===== src/rtl/hazard_stall_ctrl.sv =====
// Hazard and MDU scheduling controller for the 5-stage MIPS pipeline.
// Uses a Tuse/Tnew RAW check and an MDU busy counter to drive FREEZE (PC, IF/ID) and FLUSH_E (ID/EX).
module hazard_stall_ctrl #(
  parameter int unsigned MULT_CYC = 5,
  parameter int unsigned DIV_CYC  = 10
) (
  input  logic        CLK,
  input  logic        reset,
  input  logic [31:0] IR_D,
  input  logic [31:0] IR_E,
  input  logic [31:0] IR_M,
  output logic        FREEZE,
  output logic        FLUSH_E,
  output logic        MDU_BUSY,
  output logic [31:0] STALL_CNT
);

  localparam int unsigned MAX_CYC = (DIV_CYC > MULT_CYC) ? DIV_CYC : MULT_CYC;
  localparam int unsigned CW_RAW  = $clog2(MAX_CYC + 1);
  localparam int unsigned CW      = (CW_RAW < 4) ? 4 : CW_RAW;

  typedef struct packed {
    logic       use_rs;
    logic       use_rt;
    logic [1:0] tuse_rs;
    logic [1:0] tuse_rt;
    logic [4:0] dst;
    logic [1:0] tnew_e;
    logic       tnew_m;
    logic       mdu;
    logic       mul;
    logic       div;
  } dec_t;

  function automatic dec_t decode(input logic [31:0] ir);
    dec_t d;
    d = '0;
    if (ir[31:26] == 6'h00) begin
      case (ir[5:0])
        6'h21, 6'h23: begin
          d.use_rs = 1'b1; d.use_rt = 1'b1; d.tuse_rs = 2'd1; d.tuse_rt = 2'd1;
          d.dst = ir[15:11]; d.tnew_e = 2'd1;
        end
        6'h08: d.use_rs = 1'b1;
        6'h18, 6'h19, 6'h1A, 6'h1B: begin
          d.use_rs = 1'b1; d.use_rt = 1'b1; d.tuse_rs = 2'd1; d.tuse_rt = 2'd1;
          d.mdu = 1'b1; d.mul = ~ir[1]; d.div = ir[1];
        end
        6'h10, 6'h12: begin
          d.dst = ir[15:11]; d.tnew_e = 2'd1; d.mdu = 1'b1;
        end
        6'h11, 6'h13: begin
          d.use_rs = 1'b1; d.tuse_rs = 2'd1; d.mdu = 1'b1;
        end
        default: d = '0;
      endcase
    end else begin
      case (ir[31:26])
        6'h0D: begin
          d.use_rs = 1'b1; d.tuse_rs = 2'd1; d.dst = ir[20:16]; d.tnew_e = 2'd1;
        end
        6'h0F: begin
          d.dst = ir[20:16]; d.tnew_e = 2'd1;
        end
        6'h23: begin
          d.use_rs = 1'b1; d.tuse_rs = 2'd1; d.dst = ir[20:16];
          d.tnew_e = 2'd2; d.tnew_m = 1'b1;
        end
        6'h2B: begin
          d.use_rs = 1'b1; d.use_rt = 1'b1; d.tuse_rs = 2'd1; d.tuse_rt = 2'd2;
        end
        6'h04: begin
          d.use_rs = 1'b1; d.use_rt = 1'b1;
        end
        6'h03: d.dst = 5'd31;
        default: d = '0;
      endcase
    end
    return d;
  endfunction

  function automatic logic raw(input logic used, input logic [4:0] src, input logic [1:0] tuse,
                               input logic [4:0] dst, input logic [1:0] tnew);
    return used && (src != 5'd0) && (src == dst) && (tuse < tnew);
  endfunction

  dec_t          dec_d, dec_e, dec_m;
  logic          raw_stall, mdu_stall, stall;
  logic [CW-1:0] cnt_q, cnt_d;
  logic [31:0]   stall_cnt_q, stall_cnt_d;
  logic          unused_dec;

  always_comb begin
    dec_d = decode(IR_D);
    dec_e = decode(IR_E);
    dec_m = decode(IR_M);
  end

  // Only destination/Tnew of EX and MEM and the source side of ID matter.
  assign unused_dec = ^{dec_d, dec_e, dec_m, IR_M};

  always_comb begin
    raw_stall = raw(dec_d.use_rs, IR_D[25:21], dec_d.tuse_rs, dec_e.dst, dec_e.tnew_e)
              | raw(dec_d.use_rt, IR_D[20:16], dec_d.tuse_rt, dec_e.dst, dec_e.tnew_e)
              | raw(dec_d.use_rs, IR_D[25:21], dec_d.tuse_rs, dec_m.dst, {1'b0, dec_m.tnew_m})
              | raw(dec_d.use_rt, IR_D[20:16], dec_d.tuse_rt, dec_m.dst, {1'b0, dec_m.tnew_m});
    MDU_BUSY  = (cnt_q != '0) | dec_e.mul | dec_e.div;
    mdu_stall = dec_d.mdu & MDU_BUSY;
    stall     = ~reset & (raw_stall | mdu_stall);
  end

  always_comb begin
    cnt_d = cnt_q;
    if (dec_e.mul)          cnt_d = CW'(MULT_CYC);
    else if (dec_e.div)     cnt_d = CW'(DIV_CYC);
    else if (cnt_q != '0)   cnt_d = cnt_q - CW'(1);
    stall_cnt_d = stall_cnt_q + 32'(stall);
  end

  always_ff @(posedge CLK) begin
    if (reset) begin
      cnt_q       <= '0;
      stall_cnt_q <= '0;
    end else begin
      cnt_q       <= cnt_d;
      stall_cnt_q <= stall_cnt_d;
    end
  end

  assign FREEZE    = stall;
  assign FLUSH_E   = stall;
  assign STALL_CNT = stall_cnt_q;

endmodule


===== config.mk =====
export PLATFORM = sky130hd
export DESIGN_NAME = hazard_stall_ctrl
export DESIGN_NICKNAME = d
export VERILOG_FILES = /design/src/rtl/hazard_stall_ctrl.sv
export SDC_FILE = /design/constraint.sdc
export NUM_CORES = 1
export LEC_CHECK = 0
export CAP_MARGIN = 30
export CORE_AREA = 2 2 79 81
export DETAILED_ROUTE_END_ITERATION = 8
export DIE_AREA = 0 0 81 83
export MAX_ROUTING_LAYER = met4
export PLACE_DENSITY = 0.89
export REMOVE_ABC_BUFFERS = 1
export SYNTH_ARGS = -nofsm -noshare
export SYNTH_HDL_FRONTEND = slang
export SYNTH_SLANG_ARGS = --single-unit

===== constraint.sdc =====
create_clock -name CLK -period 7.2 [get_ports CLK]
set_input_delay 1.44 -clock CLK [delete_from_list [all_inputs] [get_ports CLK]]
set_output_delay 1.44 -clock CLK [all_outputs]
set_load 0.02 [all_outputs]

Word-level counts from Yosys, hierarchy flattened
Cells that the tools add are included.
- logic and storage cells: 142
- register bits: 36
- add/sub/neg operators: 2
- reduce and logical (&&, ||, !) cells: 40
- equality and inequality tests: 49
- bitwise gates (word level): 12
- $lt $le $gt $ge: 4
- mux-type cells: 32
- operators with widths (cell ; number):
    equality test 6 x 5 -> 1 bit (second input constant) ; 24
    equality test 6 bit (second input constant) ; 10
    equality test 6 x 4 -> 1 bit (second input constant) ; 7
    adder 32 x 1 -> 32 bit ; 1
    OR reduction 8 bit ; 4
    one-hot mux 5 bit (2 select lines) ; 3
    OR reduction 4 bit ; 7
    two-way mux 11 bit ; 2
    two-way mux 7 bit ; 3
    equality test 5 bit ; 4
    equality test 6 x 2 -> 1 bit (second input constant) ; 3
    logical NOT 6 bit ; 3
    two-way mux 17 bit ; 1
    two-way mux 1 bit ; 13
    one-hot mux 2 bit (2 select lines) ; 3
    OR reduction 3 bit ; 4
    logical AND 1 bit ; 10
    nonzero test 5 bit ; 2
    OR reduction 2 bit ; 5
    OR reduction 9 bit ; 1
    two-way mux 2 bit ; 4
    two-way mux 4 bit ; 2
    equality test 6 x 3 -> 1 bit (second input constant) ; 1
    OR 1 bit ; 6
    other kinds (10) ; 16

Logic depth before layout (Yosys ltp)
- depth in word-level cells: 13
- mapped depth: 18
- depth with buffers taken out: 17

Worst setup path after synthesis
No wires, ideal clock.
- path type: input to register
- start point: input port IR_E[31]
- end point: register stall_cnt_q[29] (netlist: STALL_CNT[29])
- library setup time: 128 ps
- data arrival time: 5232 ps
- path slack: 1841 ps
- stages: 17
- path through: or4_1 -> a211oi_4 -> a221o_2 -> xnor2_1 -> nand3_1 -> a2111oi_2 -> o21ai_1 -> a21oi_1 -> ha_1 -> and3_1 -> and3_1 -> nand3_1 -> or2_1 -> nor2_1 -> nand3_1 -> xor2_1 -> nor2_1
- cells in the longest elaborated chain, start to end: 13
- elaborated cells between the ends (all ways): 27
- RTL lines (element ; line ; text):
    start, declared ; 10 ; input logic [31:0] IR_E,
    equality test 6 bit, or another cell as far along ; -- ;
    OR reduction 3 bit (no source line) ; -- ;
    one-hot mux 5 bit (2 select lines) ; 58 ; case (ir[31:26])
    two-way mux 11 bit * ; 38 ; if (ir[31:26] == 6'h00) begin
    equality test 5 bit ; 84 ; return used && (src != 5'd0) && (src == dst) && (tuse < tnew);
    logical AND 1 bit (2 in series) ; 84 ;
    OR 1 bit ; 104 ; | raw(dec_d.use_rt, IR_D[20:16], dec_d.tuse_rt, dec_e.dst, dec_e.tnew_e)
    OR 1 bit ; 105 ; | raw(dec_d.use_rs, IR_D[25:21], dec_d.tuse_rs, dec_m.dst, {1'b0, dec_m.tnew_m})
    OR 1 bit ; 106 ; | raw(dec_d.use_rt, IR_D[20:16], dec_d.tuse_rt, dec_m.dst, {1'b0, dec_m.tnew_m});
    OR 1 bit * ; 109 ; stall = ~reset & (raw_stall | mdu_stall);
    AND 1 bit * ; 109 ;
    named net FLUSH_E ; 13 ; output logic FLUSH_E,
    adder 32 x 1 -> 32 bit * ; 117 ; stall_cnt_d = stall_cnt_q + 32'(stall);
    end signal, assigned ; 126 ; stall_cnt_q <= stall_cnt_d;
    end, declared ; 90 ; logic [31:0] stall_cnt_q, stall_cnt_d;
Mark *: on every way through the listed nets, which the timed path passes. The rest lies on a longest branch.
A chain may end at the register's enable or synchronous reset.

Worst setup path in the final report
- start point: input port IR_E[31]
- end point: output port FREEZE
- cells in the longest elaborated chain, start to end: 12
- elaborated cells between the ends (all ways): 26
- RTL lines (element ; line ; text):
    equality test 6 bit, or another cell as far along ; -- ;
    OR reduction 3 bit (no source line) ; -- ;
    one-hot mux 5 bit (2 select lines) ; 58 ;
    two-way mux 11 bit * ; 38 ;
    equality test 5 bit ; 84 ;
    logical AND 1 bit (2 in series) ; 84 ;
    OR 1 bit ; 104 ;
    OR 1 bit ; 105 ;
    OR 1 bit ; 106 ;
    OR 1 bit * ; 109 ;
    AND 1 bit * ; 109 ;
    end, declared ; 12 ; output logic FREEZE,
Mark *: on every way between the ends. The rest lies on a longest branch, timed or not.

==> summary.txt <==
Clock tree
  • Sink Count: 36
  • CTS H-tree depth: 2
  • Post-CTS Resized: 0
  • TritonCTS clock tree: done
  • CTS buffer count: 5
  • CTS max path bufs: 2
  • Reg clk slew, reported paths: 0.07 ns
  • Clk root buf: clkbuf_8
  • Worst-skew pair later-pin latency: around 0.28 ns
  • Hold-fix buffers, CTS: 0
  • Setup Fix Bufs, Post-CTS: 0

GRT
  • First-pass GRT wire length: between 10000 and 15000 um
  • Initial antenna violation count: 0
  • Grt total ovfl: 0
  • GRT Overall Usage: between 20% and 30%
  • Largest net degree at the start of global routing: 38
  • Vias in the first global route: about 2600

STA
  • Worst Skew: between 0.009 and 0.01 ns
  • Setup violations, final: 0
  • Setup tns final: 0 ns
  • Worst rel slew slack: between 60% and 70%
  • Final period utilization: between 80% and 90%
  • Tmin final: around 6.3 ns
  • RSZ-0062 raised after global routing: false
  • Final hold vios: 0
  • Final Hold Slack: around 0.52 ns
  • Fin. max-slew vios: 0
  • Fmax: ~160 MHz
  • Worst Max-Slew Pin Slew: slightly below 0.6 ns

Yosys
  • Top cell type's share of synthesized area: between 20% and 30%
  • Seq/Total Area, Yosys: 29.3%
  • #FFs+latches synth: 36
  • Warnings from Yosys: 0
  • Top post-synthesis cells by count: nor2_1, dfxtp_1, xor2_1
  • Synth area leaders: dfxtp_1, xor2_1, xnor2_1
  • Ys flop type: dfxtp_1
  • Mapped Area: ~0.0025 mm^2
  • Top-count cell post-synth: nor2_1
  • Synth area leader: dfxtp_1
  • Mapped Cells: 300
  • Mean Syn Cell Area: ~8.2 um^2
  • Post-synthesis cell type count: 52
  • Ys async rst share: 0%
  • EDFF count, synth: 0

Critical path
  • Worst Path Arrival: just under 5 ns
  • CP Launch Type: input port
  • CP Class: input port to output pin
  • CP required: between 5 and 6 ns
  • Worst Path Max Fanout: 6
  • Worst setup EP type: output pin

Route
  • Wire per inst: about 14 um
  • DRT iter0 DRCs: 90
  • DR vias/cell: 5.48
  • DRT Pass-1 Iters: 4
  • DRC viols: 0
  • WL final: between 6000 and 7000 um
  • Remaining antenna violation count: 0
  • Via count: 2627

Floorplan
  • Core footprint: just under 0.006 mm^2
  • Die Ht: between 80 and 90 um
  • I/O Pins: 133
  • DIE AREA: around 0.0067 mm^2
  • Rows: 28
  • Initial Util: 42.3%
  • Die W: approximately 81 um

Pwr
  • Max VDD drop: about 0.14 mV
  • Static leakage: 1.24 nW
  • Cell Pwr Density: between 100 and 150 mW/mm^2

Status
  • Status: completed

Layout
  • Layout area overhead: 47.9%
  • N_diodes: 0
  • Layout Nets: between 500 and 600
  • Share of layout cells above drive strength 1: roughly 5.2%
  • Final Cell Area: between 0.003 and 0.004 mm^2
  • Filler instances: approximately 520

Min path
  • Min-Delay Path Class: flop to flop

Place
  • Placed instance area: between 0.003 and 0.004 mm^2
  • HPWL Detailed: roughly 5400 um
  • RePlAce Congestion: ~0.94
  • I/O Buffers: a little over 100

Job
  • MaxCap Viol Count: 0
## critical path, cell delays in order
cell             delay (ns)
clkdlybuf4s50_1        0.44
or4_1                  0.60
a211oi_4               0.33
a221o_2                0.29
xnor2_1                0.12
nand4_1                0.11
a2111oi_0              0.42
a211oi_1               0.10
a21oi_1                0.29
clkdlybuf4s50_1        0.67
## final timing paths
check	from	endpoint	slack, ns	depth (start not counted)
worst max-delay path	IR_E[31]	FREEZE	0.94	10
worst min-delay path	STALL_CNT[31]	STALL_CNT[31]	0.52	2
worst min register to register	STALL_CNT[31]	STALL_CNT[31]	0.52	2
worst max register to register	cnt_q[0]	STALL_CNT[26]	3.78	15
## flip-flops by register name (all words and copies together), names as in the netlist
| signal | cells |
|---|---|
| STALL_CNT | 32 |
| cnt_q | 4 |
## per-stage QoR
stage	power, mW	util [%]	std cells	setup WS (ns)
2_1_floorplan	0.296	-	294	1.57
4_1_cts	0.514	62.6	479	0.983
6_report	0.510	62.6	479	0.936
3_5_place_dp	0.365	61.0	471	0.977
3_3_place_gp	0.361	61.0	471	0.985
5_1_grt	0.539	62.6	479	0.734
## placed cells by master (no fill, tap or decap), types with 6 or more instances in the layout
cell type        Yosys  routed
clkdlybuf4s50_1      0     101
a21oi_1             16      16
a2111oi_0            6       6
and3_1               8       8
xor2_1              28      28
nand3b_1             9       9
xnor2_1             22      22
inv_1               11      11
dfxtp_1             36      36
nor2_1              42      42
clkbuf_8             0       6
nand2_1             20      20
nand3_1             14      14
## where the power goes
part           leakage, nW  total [mW]  switching (mW)  internal, mW
logic                0.908       0.147          0.0666        0.0805
registers            0.291       0.214         0.00622         0.208
clock network       0.0445       0.149          0.0709        0.0778
total                 1.24       0.510           0.144         0.366
## cells by family (layout without fill, tap and decap cells)
family	after synthesis	count (layout)	share of synthesized area [%]
buffers and inverters	17	121	2.74
multiplexers	1	1	0.407
XOR/XNOR	50	50	17.8
AND/OR/NAND/NOR	141	141	31.9
flip-flops	36	36	29.3
AO/OA/AOI/OAI	50	50	15.3
adder cells (fa/ha/maj)	5	5	2.54
## routing by layer
metal | track usage [%] | vias up | part of all wire [%]
met3 | 4.89 | 10 | 10
met5 | - | - | 0
met1 | 22.2 | 1211 | 40
met4 | 7.24 | 0 | 1.6
met2 | 36.4 | 123 | 48
li1 | - | 1283 | -
## area by class of cell
type                            count  area (um^2)  area share, %
Inverter                           11         41.3           1.13
Tap cell                           75         93.8           2.58
Multi-Input combinational cell    247         1670           46.0
Clock inverter                      1         7.51          0.206
Timing Repair Buffer              102         1020           28.0
Sequential cell                    36          721           19.8
Clock buffer                        7         86.3           2.37
No activity file was read; power rests on OpenSTA's default activity.
